<file path="src/rtl/alu_mc_pkg.sv">
// Shared definitions for the multi-cycle ALU: aluc[2:0] operation selects
// and the sequencing FSM state encoding.
package alu_mc_pkg;

    localparam logic [2:0] ALU_ADDSUB = 3'd0;
    localparam logic [2:0] ALU_MUL    = 3'd1;
    localparam logic [2:0] ALU_LOGIC  = 3'd2;
    localparam logic [2:0] ALU_XOR    = 3'd3;
    localparam logic [2:0] ALU_LUI    = 3'd4;
    localparam logic [2:0] ALU_SHIFT  = 3'd5;
    localparam logic [2:0] ALU_DIV    = 3'd6;

    typedef enum logic [1:0] {
        ST_IDLE = 2'd0,
        ST_BUSY = 2'd1,
        ST_DONE = 2'd2
    } state_e;

endpackage

</file>
<file path="src/rtl/alu_mc_muldiv.sv">
// Iterative signed multiplier, one bit per cycle, working on operand
// magnitudes with a sign fix-up on the way out. With ALU_MC_DIV_EN defined
// the same registers also run a restoring divider.
// The first iteration is folded into the start cycle so that the result is
// ready WIDTH cycles after start; `last` flags the final iteration cycle.
module alu_mc_muldiv #(
    parameter int WIDTH = 32
) (
    input  logic             clock,
    input  logic             reset,
    input  logic             start,
`ifdef ALU_MC_DIV_EN
    input  logic             op_div,
`endif
    input  logic [WIDTH-1:0] a,
    input  logic [WIDTH-1:0] b,
    output logic             last,
    output logic [WIDTH-1:0] res_lo,
    output logic [WIDTH-1:0] res_hi
);

    localparam int CNTW = $clog2(WIDTH);

    logic             busy_q, busy_d;
    logic [CNTW-1:0]  cnt_q, cnt_d;
    logic [WIDTH-1:0] hi_q, hi_d;
    logic [WIDTH-1:0] lo_q, lo_d;
    logic [WIDTH-1:0] mag_b_q, mag_b_d;
    logic             neg_lo_q, neg_lo_d;
`ifdef ALU_MC_DIV_EN
    logic             div_q, div_d;
    logic             div0_q, div0_d;
    logic             neg_hi_q, neg_hi_d;
    logic [WIDTH-1:0] a_q, a_d;
    logic [WIDTH:0]   shifted;
    logic [WIDTH:0]   diff;
    logic             qbit;
`endif

    logic [WIDTH-1:0]   mag_a, mag_b;
    logic [WIDTH-1:0]   cur_hi, cur_lo, cur_b;
    logic [WIDTH:0]     sum;
    logic [WIDTH-1:0]   step_hi, step_lo;
    logic [2*WIDTH-1:0] prod, prod_s;

    // One shift-add (or shift-subtract) step, plus operand load and down-count
    always_comb begin
        mag_a   = a[WIDTH-1] ? (~a + 1'b1) : a;
        mag_b   = b[WIDTH-1] ? (~b + 1'b1) : b;
        cur_hi  = start ? '0 : hi_q;
        cur_lo  = start ? mag_a : lo_q;
        cur_b   = start ? mag_b : mag_b_q;
        sum     = {1'b0, cur_hi} + (cur_lo[0] ? {1'b0, cur_b} : '0);
        step_hi = sum[WIDTH:1];
        step_lo = {sum[0], cur_lo[WIDTH-1:1]};
`ifdef ALU_MC_DIV_EN
        shifted = {cur_hi, cur_lo[WIDTH-1]};
        diff    = shifted - {1'b0, cur_b};
        qbit    = ~diff[WIDTH];
        if (start ? op_div : div_q) begin
            step_hi = qbit ? diff[WIDTH-1:0] : shifted[WIDTH-1:0];
            step_lo = {cur_lo[WIDTH-2:0], qbit};
        end
        div_d    = div_q;
        div0_d   = div0_q;
        neg_hi_d = neg_hi_q;
        a_d      = a_q;
`endif
        busy_d   = busy_q;
        cnt_d    = cnt_q;
        hi_d     = hi_q;
        lo_d     = lo_q;
        mag_b_d  = mag_b_q;
        neg_lo_d = neg_lo_q;
        if (start) begin
            busy_d   = 1'b1;
            cnt_d    = CNTW'(WIDTH - 2);
            hi_d     = step_hi;
            lo_d     = step_lo;
            mag_b_d  = mag_b;
            neg_lo_d = a[WIDTH-1] ^ b[WIDTH-1];
`ifdef ALU_MC_DIV_EN
            div_d    = op_div;
            div0_d   = (b == '0);
            neg_hi_d = a[WIDTH-1];
            a_d      = a;
`endif
        end else if (busy_q) begin
            hi_d  = step_hi;
            lo_d  = step_lo;
            cnt_d = cnt_q - 1'b1;
            if (cnt_q == '0) begin
                busy_d = 1'b0;
            end
        end
    end

    assign last = busy_q & (cnt_q == '0);

    // Restore signs: product negated as a whole, quotient and remainder separately
    always_comb begin
        prod   = {hi_q, lo_q};
        prod_s = neg_lo_q ? (~prod + 1'b1) : prod;
        res_lo = prod_s[WIDTH-1:0];
        res_hi = prod_s[2*WIDTH-1:WIDTH];
`ifdef ALU_MC_DIV_EN
        if (div_q) begin
            if (div0_q) begin
                res_lo = '1;
                res_hi = a_q;
            end else begin
                res_lo = neg_lo_q ? (~lo_q + 1'b1) : lo_q;
                res_hi = neg_hi_q ? (~hi_q + 1'b1) : hi_q;
            end
        end
`endif
    end

    // Iteration state registers; reset abandons any op in flight
    always_ff @(posedge clock) begin
        if (reset) begin
            busy_q   <= 1'b0;
            cnt_q    <= '0;
            hi_q     <= '0;
            lo_q     <= '0;
            mag_b_q  <= '0;
            neg_lo_q <= 1'b0;
`ifdef ALU_MC_DIV_EN
            div_q    <= 1'b0;
            div0_q   <= 1'b0;
            neg_hi_q <= 1'b0;
            a_q      <= '0;
`endif
        end else begin
            busy_q   <= busy_d;
            cnt_q    <= cnt_d;
            hi_q     <= hi_d;
            lo_q     <= lo_d;
            mag_b_q  <= mag_b_d;
            neg_lo_q <= neg_lo_d;
`ifdef ALU_MC_DIV_EN
            div_q    <= div_d;
            div0_q   <= div0_d;
            neg_hi_q <= neg_hi_d;
            a_q      <= a_d;
`endif
        end
    end

endmodule

</file>
<file path="src/rtl/alu_mc.sv">
// Multi-cycle ALU for the EX stage with valid/ready handshakes on both sides.
// Single-cycle ops are registered straight into the output; MUL (and DIV when
// ALU_MC_DIV_EN is defined) are handed to alu_mc_muldiv and the FSM waits.
//
// state   | meaning
// ST_IDLE | can accept; single-cycle results load the output regs here
// ST_BUSY | iterative multiply/divide in progress, inputs refused
// ST_DONE | iterations finished; result loads into output regs on exit
module alu_mc
    import alu_mc_pkg::*;
#(
    parameter int WIDTH = 32,
    parameter int SHW   = $clog2(WIDTH)
) (
    input  logic             clock,
    input  logic             reset,
    input  logic             in_valid,
    output logic             in_ready,
    input  logic [WIDTH-1:0] a,
    input  logic [WIDTH-1:0] b,
    input  logic [4:0]       aluc,
    output logic             out_valid,
    input  logic             out_ready,
    output logic [WIDTH-1:0] r,
    output logic [WIDTH-1:0] r_hi,
    output logic             z,
    output logic             ov
);

    state_e           state_q, state_d;
    logic             out_valid_q, out_valid_d;
    logic [WIDTH-1:0] r_q, r_d;
    logic [WIDTH-1:0] r_hi_q, r_hi_d;
    logic             z_q, z_d;
    logic             ov_q, ov_d;

    logic [2:0]       sel;
    logic             accept, is_long, md_start, md_last;
    logic [WIDTH-1:0] md_lo, md_hi;
    logic [WIDTH-1:0] sc_r, addsub;
    logic             sc_ov;

    assign sel      = aluc[2:0];
    assign in_ready = ~reset & (state_q == ST_IDLE) & (~out_valid_q | out_ready);
    assign accept   = in_valid & in_ready;
`ifdef ALU_MC_DIV_EN
    assign is_long  = (sel == ALU_MUL) | (sel == ALU_DIV);
`else
    assign is_long  = (sel == ALU_MUL);
`endif
    assign md_start = accept & is_long;

    alu_mc_muldiv #(.WIDTH(WIDTH)) u_muldiv (
        .clock  (clock),
        .reset  (reset),
        .start  (md_start),
`ifdef ALU_MC_DIV_EN
        .op_div (sel == ALU_DIV),
`endif
        .a      (a),
        .b      (b),
        .last   (md_last),
        .res_lo (md_lo),
        .res_hi (md_hi)
    );

    // Single-cycle datapath; unused selects give zero with no overflow
    always_comb begin
        sc_r   = '0;
        sc_ov  = 1'b0;
        addsub = aluc[3] ? (a - b) : (a + b);
        case (sel)
            ALU_ADDSUB: begin
                sc_r  = addsub;
                sc_ov = aluc[3]
                      ? ((a[WIDTH-1] ^ b[WIDTH-1]) & (addsub[WIDTH-1] ^ a[WIDTH-1]))
                      : (~(a[WIDTH-1] ^ b[WIDTH-1]) & (addsub[WIDTH-1] ^ a[WIDTH-1]));
            end
            ALU_LOGIC: sc_r = aluc[3] ? (a | b) : (a & b);
            ALU_XOR:   sc_r = a ^ b;
            ALU_LUI:   sc_r = {b[WIDTH/2-1:0], {(WIDTH/2){1'b0}}};
            ALU_SHIFT: begin
                if (!aluc[3]) begin
                    sc_r = b << a[SHW-1:0];
                end else if (aluc[4]) begin
                    sc_r = $signed(b) >>> a[SHW-1:0];
                end else begin
                    sc_r = b >> a[SHW-1:0];
                end
            end
            ALU_MUL, ALU_DIV: sc_r = '0;
            default:          sc_r = '0;
        endcase
    end

    // Sequencing FSM and output register loading
    always_comb begin
        state_d     = state_q;
        out_valid_d = out_valid_q;
        r_d         = r_q;
        r_hi_d      = r_hi_q;
        z_d         = z_q;
        ov_d        = ov_q;
        if (out_valid_q && out_ready) begin
            out_valid_d = 1'b0;
        end
        case (state_q)
            ST_IDLE: begin
                if (accept) begin
                    if (is_long) begin
                        state_d = ST_BUSY;
                    end else begin
                        out_valid_d = 1'b1;
                        r_d         = sc_r;
                        r_hi_d      = '0;
                        z_d         = (sc_r == '0);
                        ov_d        = sc_ov;
                    end
                end
            end
            ST_BUSY: begin
                if (md_last) begin
                    state_d = ST_DONE;
                end
            end
            ST_DONE: begin
                state_d     = ST_IDLE;
                out_valid_d = 1'b1;
                r_d         = md_lo;
                r_hi_d      = md_hi;
                z_d         = (md_lo == '0);
                ov_d        = 1'b0;
            end
            default: state_d = ST_IDLE;
        endcase
    end

    // State and result registers
    always_ff @(posedge clock) begin
        if (reset) begin
            state_q     <= ST_IDLE;
            out_valid_q <= 1'b0;
            r_q         <= '0;
            r_hi_q      <= '0;
            z_q         <= 1'b1;
            ov_q        <= 1'b0;
        end else begin
            state_q     <= state_d;
            out_valid_q <= out_valid_d;
            r_q         <= r_d;
            r_hi_q      <= r_hi_d;
            z_q         <= z_d;
            ov_q        <= ov_d;
        end
    end

    assign out_valid = out_valid_q;
    assign r         = r_q;
    assign r_hi      = r_hi_q;
    assign z         = z_q;
    assign ov        = ov_q;

endmodule

</file>
<file path="config.mk">
export PLATFORM = sky130hd
export DESIGN_NAME = alu_mc
export DESIGN_NICKNAME = d
export VERILOG_FILES = /design/src/rtl/alu_mc_pkg.sv /design/src/rtl/alu_mc_muldiv.sv /design/src/rtl/alu_mc.sv
export SDC_FILE = /design/constraint.sdc
export NUM_CORES = 1
export LEC_CHECK = 0
export CAP_MARGIN = 0
export CORE_MARGIN = 3
export CORE_UTILIZATION = 25
export CTS_CLUSTER_SIZE = 28
export DETAILED_ROUTE_END_ITERATION = 10
export DONT_BUFFER_PORTS = 1
export GPL_TIMING_DRIVEN = 0
export SYNTH_ARGS = -nofsm -noshare
export SYNTH_HDL_FRONTEND = slang
export SYNTH_SLANG_ARGS = --single-unit
</file>
<file path="constraint.sdc">
create_clock -name clock -period 6.45 [get_ports clock]
set_input_delay 0.645 -clock clock [delete_from_list [all_inputs] [get_ports clock]]
set_output_delay 0.645 -clock clock [all_outputs]
set_load 0.005 [all_outputs]
</file>
Word level (Yosys, flattened, before mapping)
Index checks and enable logic that the tools add are counted.
Operators by class
  add/subtract/negate cells: 7
  equal/unequal tests: 11
  shift-type cells: 3
  mux-type cells: 43
  bitwise operators: 19
  reduce and logical (&&, ||, !) cells: 11
Operators with widths (count)
  32-bit two-way mux: 18
  32-bit one-hot mux with 5 select lines: 1
  32-bit one-hot mux with 2 select lines: 2
  32-bit by 1-bit adder with 32-bit output, second input constant: 2
  64-bit by 1-bit adder with 64-bit output, second input constant: 1
  32-bit zero test: 2
  64-bit two-way mux: 1
  32-bit NOT: 2
  64-bit NOT: 1
  32-bit by 33-bit adder with 33-bit output: 1
  32-bit adder: 1
  32-bit AND: 1
  32-bit bitwise OR: 1
  32-bit by 5-bit << shifter with 32-bit output: 1
  32-bit by 5-bit >> shifter with 32-bit output: 1
  32-bit by 5-bit >>> shifter with 32-bit output: 1
  32-bit subtractor: 1
  32-bit XOR: 1
  1-bit two-way mux: 12
  5-bit two-way mux: 2
  2-bit inequality test, second input constant: 4
  1-bit AND: 7
  3-bit by 2-bit equality test with 1-bit output, second input constant: 2
  3-bit equality test, second input constant: 2
  other kinds (17): 26
Word-level totals
  flip-flop bits (word level): 172
  bits of input ports: 73
  output and inout port bits: 68
  word-level logic and storage cells: 107

Logic depth before layout (Yosys ltp)
Gate-level depths: netlist of the first run.
  depth in word-level cells: 10
  mapped depth: 24

Modules after synthesis
From an unflattened synthesis of the first run, not the netlist that was laid out.
Unflattened totals
  cell total of the unflattened synthesis: 2757
  area, all modules: 20609.8 sq um
Modules (own cells, without submodules)
  alu_mc: instances 1, cells an instance 1613, area an instance 11931.4 sq um
  alu_mc_muldiv: instances 1, cells an instance 1144, area an instance 8678.3 sq um

Worst setup path after synthesis of the first run
No wires, ideal clock.
  path kind: input -> register
  start: input port aluc[3]
  end: register z_q, in the netlist z
  library setup time: 0.101 ns
  arrival time: 5.300 ns
  required time: 6.349 ns
  slack: 1.049 ns
  cell stages on the path: 18
  cells stage by stage: clkbuf_1 > clkbuf_1 > buf_1 > clkbuf_1 > buf_1 > mux2_2 > fa_1 > nor2b_1 > o221ai_1 > a211oi_1 > o211ai_1 > o2111ai_1 > o211ai_1 > a2111oi_0 > nand3_1 > nor4_1 > nand4_1 > o41ai_1
On the way
  cells in the longest elaborated chain, start to end: 6
Ends and longest elaborated chain
  start: declaration: RTL line alu_mc.sv:21  | input logic [4:0] aluc,
  32-bit two-way mux (on tied branches): RTL line alu_mc.sv:83, alu_mc.sv:71, alu_mc.sv:79
  32-bit one-hot mux with 5 select lines (*): RTL line alu_mc.sv:72  | case (sel)
  32-bit zero test (*): RTL line alu_mc.sv:116  | z_d = (sc_r == '0);
  1-bit two-way mux (*): RTL line alu_mc.sv:110  | if (is_long) begin
  1-bit two-way mux (*): RTL line alu_mc.sv:109  | if (accept) begin
  1-bit one-hot mux with 2 select lines (*): RTL line alu_mc.sv:107  | case (state_q)
  end signal: assignment: RTL line alu_mc.sv:152  | z_q <= z_d;
  end: declaration: RTL line alu_mc.sv:34  | logic z_q, z_d;
Mark *: on every way between the ends. The rest lies on a longest branch, timed or not. The select of a mux whose other input is x is not followed.
A chain may end at the register's enable or synchronous reset.

Final worst setup path of the first run
  start: input port a[0]
  end: register z_q, in the netlist z
On the way
  cells in the longest elaborated chain, start to end: 8
Ends and longest elaborated chain
  start: declaration: RTL line alu_mc.sv:19  | input logic [WIDTH-1:0] a,
  parallel branches: the longest is 3 deep, another holds 32-bit adder
  32-bit one-hot mux with 5 select lines (*): RTL line alu_mc.sv:72
  32-bit zero test (*): RTL line alu_mc.sv:116
  1-bit two-way mux (*): RTL line alu_mc.sv:110
  1-bit two-way mux (*): RTL line alu_mc.sv:109
  1-bit one-hot mux with 2 select lines (*): RTL line alu_mc.sv:107
Mark *: on every way between the ends. The select of a mux whose other input is x is not followed.

==> out/qor.yml, run 1 <==
logic_synthesis:
  syn-num-nets: 2943
  ys_ff_latch: 172
  yosys.cell_types.count: 89
  synth_top_area_cell: "dfxtp_1"
  yosysTopAreaCellShare_pct: 17.2
  synth_enable_flop_cells: 0
  ys_warn_count: 0
  syn_area_per_cell_um2: 7.30
  synthTopCellsByArea: "dfxtp_1, ha_1, xnor2_1, nor2_1, a21oi_1"
  ys.flop_type: "dfxtp_1"
  synth_area_mm2: 0.0200
  ys_seq_area_share_pct: 17.2
  syn_inst: 2735
  async_flop_share_pct: 0
timing:
  worstMarginPinSlew_ps: 1410
  rsz0062_at_grt: "no"
  setup_violations: 1
  worst_slack_ps: -39.5
  holdWs_ps: 420
  fin_crit_sh_pct: 101
  drv_slew: 0
  fin_crit_ps: 6490
  max-slew-margin-rel_pct: 5.01
  finalHoldViolCount: 0
  fmax_mhz: 154
  fin_skew_ps: 16.1
global_route:
  top_usage_layer: "met2"
  grt.overflow.total: 0
  globalRouteMet1Util_pct: 32.3
  met3_usage_pct: 6.84
  antenna_found_initial: 5
  gr-usage-all-layers_pct: 25.3
  grt_max_degree: 20
  grt_pass1_vias: 21000
  grt_first_pass_wirelength_mm: 153
  met2_usage_pct: 39.1
clock_tree:
  cts_tree: "done"
  clock_sinks: 172
  clk_latency_ps: 460
  cts.path.max_buffers: 2
  cts_root_buffer: "clkbuf_16"
  cts_hold_buf: 0
  numCtsBuffers: 17
  clk_pin_slew_ps: 70
  h-tree-depth: 4
cells_and_area:
  area_delta_synth_final_pct: 10.1
  multiInputGateArea_mm2: 0.0154
  nets: 2966
  final_core_util_pct: 27.8
  seq_area_mm2: 0.00344
  fill_cells: 8707
  final_layout_size_suffix_gt1_share_pct: 6.57
  final_area_mm2: 0.0220
worst_setup_path:
  critPathMaxStageDelay_ps: 780
  worstPathCellList: "clkbuf_1, clkbuf_1, buf_2, buf_1, mux2i_1, mux2i_1, a311o_1, a211oi_2, nand4_1, nor4_1, nand4b_1, nor4_1, nand4_1, o41ai_1"
  worst-path-max-fanout: 10
  cp.arrival_ps: 6840
  cp.depth: 14
  critical_path_class: "input pin to flip-flop"
  path_delay_family: "buffers and inverters"
  crit_start: "a[0]"
  required_ps: 6800
  startpoint_type: "input pin"
  cp_slowest_cell: "buf_1"
  ff2ff_setup_slack_ps: 540
  worstReg2RegEnd: "u_muldiv.hi_q[30]"
  crit_buf_inv: 4
  critPathCaptureType: "flip-flop"
  worstSetupEndpoint: "z"
  rr_worst_depth: 20
  reg2reg_from: "state_q[0]"
status:
  status: "complete, but fails checks"
  violations: "setup timing"
power:
  ir_worst_vdd_mv: 0.244
  p_leak_nw: 8.08
  cellInternalPower_mw: 2.07
  switching_share_pct: 40.5
  combPwrFrac_pct: 39.4
  power.share.clock_pct: 29.2
  seqPwrFrac_pct: 31.4
  p_sw_mw: 1.41
  power.density_mw_per_mm2: 158
  finalPower_mw: 3.49
placement:
  portBuffers: 0
  dp_hpwl_mm: 88.3
  dpl-instance-area_mm2: 0.0213
  place.gp.congestion: 1.05
  pre_cts_slack_ps: -1670
floorplanning:
  die_x_um: 289
  rows: 103
  die_area_mm2: 0.0833
  pin_count: 141
  initial_core_util_pct: 25.3
  core_area_mm2: 0.0790
  fp.dieH_um: 289
route:
  drc: 0
  drt_iter0_drc: 2572
  routedWlPerCell_um: 28.6
  vias: 22300
  via_per_inst: 5.85
  postRouteAntennaNets: 0
  dr.pass1.iters: 6
  wl_mm: 109
min_path:
  hp-class: "input pin to flip-flop"
flow_run:
  maxCapViolations: 0
[power by group through the flow]
stage	combinational [mW]	clock (mW)	sequential, mW
6_report	1.37	1.02	1.10
5_1_grt	1.43	1.07	1.10
4_1_cts	1.31	1.03	1.10
3_5_place_dp	1.30	0	1.12
3_3_place_gp	1.31	0	1.12
2_1_floorplan	0.849	0	1.11
[placed cells by master, fill, tap and decap left out, types with 10 or more instances in the layout]
cell type,netlist,final
a211oi_1,92,90
a21o_1,27,27
a21oi_1,221,221
a22o_1,22,22
a22oi_1,24,24
a31oi_1,24,24
and2_1,45,45
and3_1,10,10
buf_1,39,33
clkbuf_1,182,177
clkbuf_16,0,17
dfxtp_1,172,172
ha_1,133,133
inv_1,82,82
mux2_2,35,35
mux2i_1,90,90
mux4_2,40,40
nand2_1,264,264
nand2b_1,34,34
nand3_1,35,35
nand4_1,24,24
nor2_1,356,356
nor2b_1,28,28
nor3_1,50,47
nor4_1,26,22
o211ai_1,40,40
o21a_1,17,17
o21ai_0,111,110
o21ai_1,20,21
o221ai_1,13,13
o22ai_1,19,19
o31ai_1,31,30
o41ai_1,13,13
or2_2,13,13
or3_1,30,30
or4_1,14,13
xnor2_1,155,155
xor2_1,30,30
[flip-flops by register name (all words and copies together) (netlist names)]
name / flops
u_muldiv.cnt_q: 5
u_muldiv.mag_b_q: 32
out_valid: 1
z: 1
u_muldiv.hi_q: 32
state_q: 2
r_hi: 32
ov: 1
r: 32
u_muldiv.busy_q: 1
u_muldiv.neg_lo_q: 1
u_muldiv.lo_q: 32
[metrics by stage]
stage / cells / TNS, ps
finish: 3821 / -39.5
global route: 3820 / 0
CTS: 3818 / 0
detailed placement: 3788 / -20620
global placement: 3785 / -22650
floorplan: 2735 / 0
[worst min-delay path, stage by stage]
cell      delay [ps]
xnor2_1           50
nor2_1            80
a211oi_1          50
[cell families (layout without fill, tap and decap cells)]
| logic type | Yosys count | count (layout) | synth area share (%) |
|---|---|---|---|
| compound gates | 775 | 775 | 25.7 |
| xor+xnor | 185 | 185 | 8.11 |
| fa+ha+maj | 135 | 135 | 8.53 |
| buf+inv | 314 | 349 | 6.00 |
| flops | 172 | 172 | 17.2 |
| mux | 167 | 167 | 11.1 |
| other cells | 0 | 1 | 0 |
| simple gates | 987 | 987 | 23.4 |
[cell type report]
class	count	area share [%]
Tap cell	1050	5.97
Antenna cell	1	0.0114
Clock inverter	12	0.506
Timing Repair Buffer	6	0.205
Sequential cell	172	15.7
Clock buffer	19	2.06
Buffer	225	3.98
Inverter	87	1.48
Multi-Input combinational cell	2249	70.1
[worst min-delay path by stage]
stage                        start                  end  slack [ps]  cells past startpoint
3_3_place_gp   u_muldiv.mag_b_q[1]  u_muldiv.mag_b_q[1]         460                      2
6_report                     a[14]    u_muldiv.lo_q[13]         420                      3
4_1_cts                      a[16]    u_muldiv.lo_q[15]         410                      3
5_1_grt                       a[5]     u_muldiv.lo_q[4]         440                      3
3_5_place_dp   u_muldiv.mag_b_q[1]  u_muldiv.mag_b_q[1]         470                      2
2_1_floorplan  u_muldiv.mag_b_q[1]  u_muldiv.mag_b_q[1]         440                      2
[cell usage after synthesis, types with 40 or more instances]
cell type    n
clkbuf_1   182
nor2_1     356
nand2_1    264
mux2i_1     90
mux4_2      40
xnor2_1    155
and2_1      45
ha_1       133
o21ai_0    111
o211ai_1    40
a211oi_1    92
nor3_1      50
dfxtp_1    172
a21oi_1    221
inv_1       82
[metal layers]
| metal | up-vias | wire (um) |
|---|---|---|
| li1 | 9950 | - |
| met1 | 10700 | 44600 |
| met2 | 1321 | 46300 |
| met3 | 344 | 11500 |
| met4 | 8 | 6670 |
| met5 | - | 57 |
[timing repair]
item / CTS / global route
setup endpoints to repair: 23 / 8
cloned: 0 / 0
pin swaps: 0 / 0
gates resized for setup: 10 / 20
setup buffers: 0 / 3
No activity file was read; power rests on OpenSTA's default activity.
==> run 2, diff against run 1 <==
- CTS_CLUSTER_SIZE: 28 -> not set
==> results of run 2 <==
Final layout, timing and power as in run 1 (identical DEF).
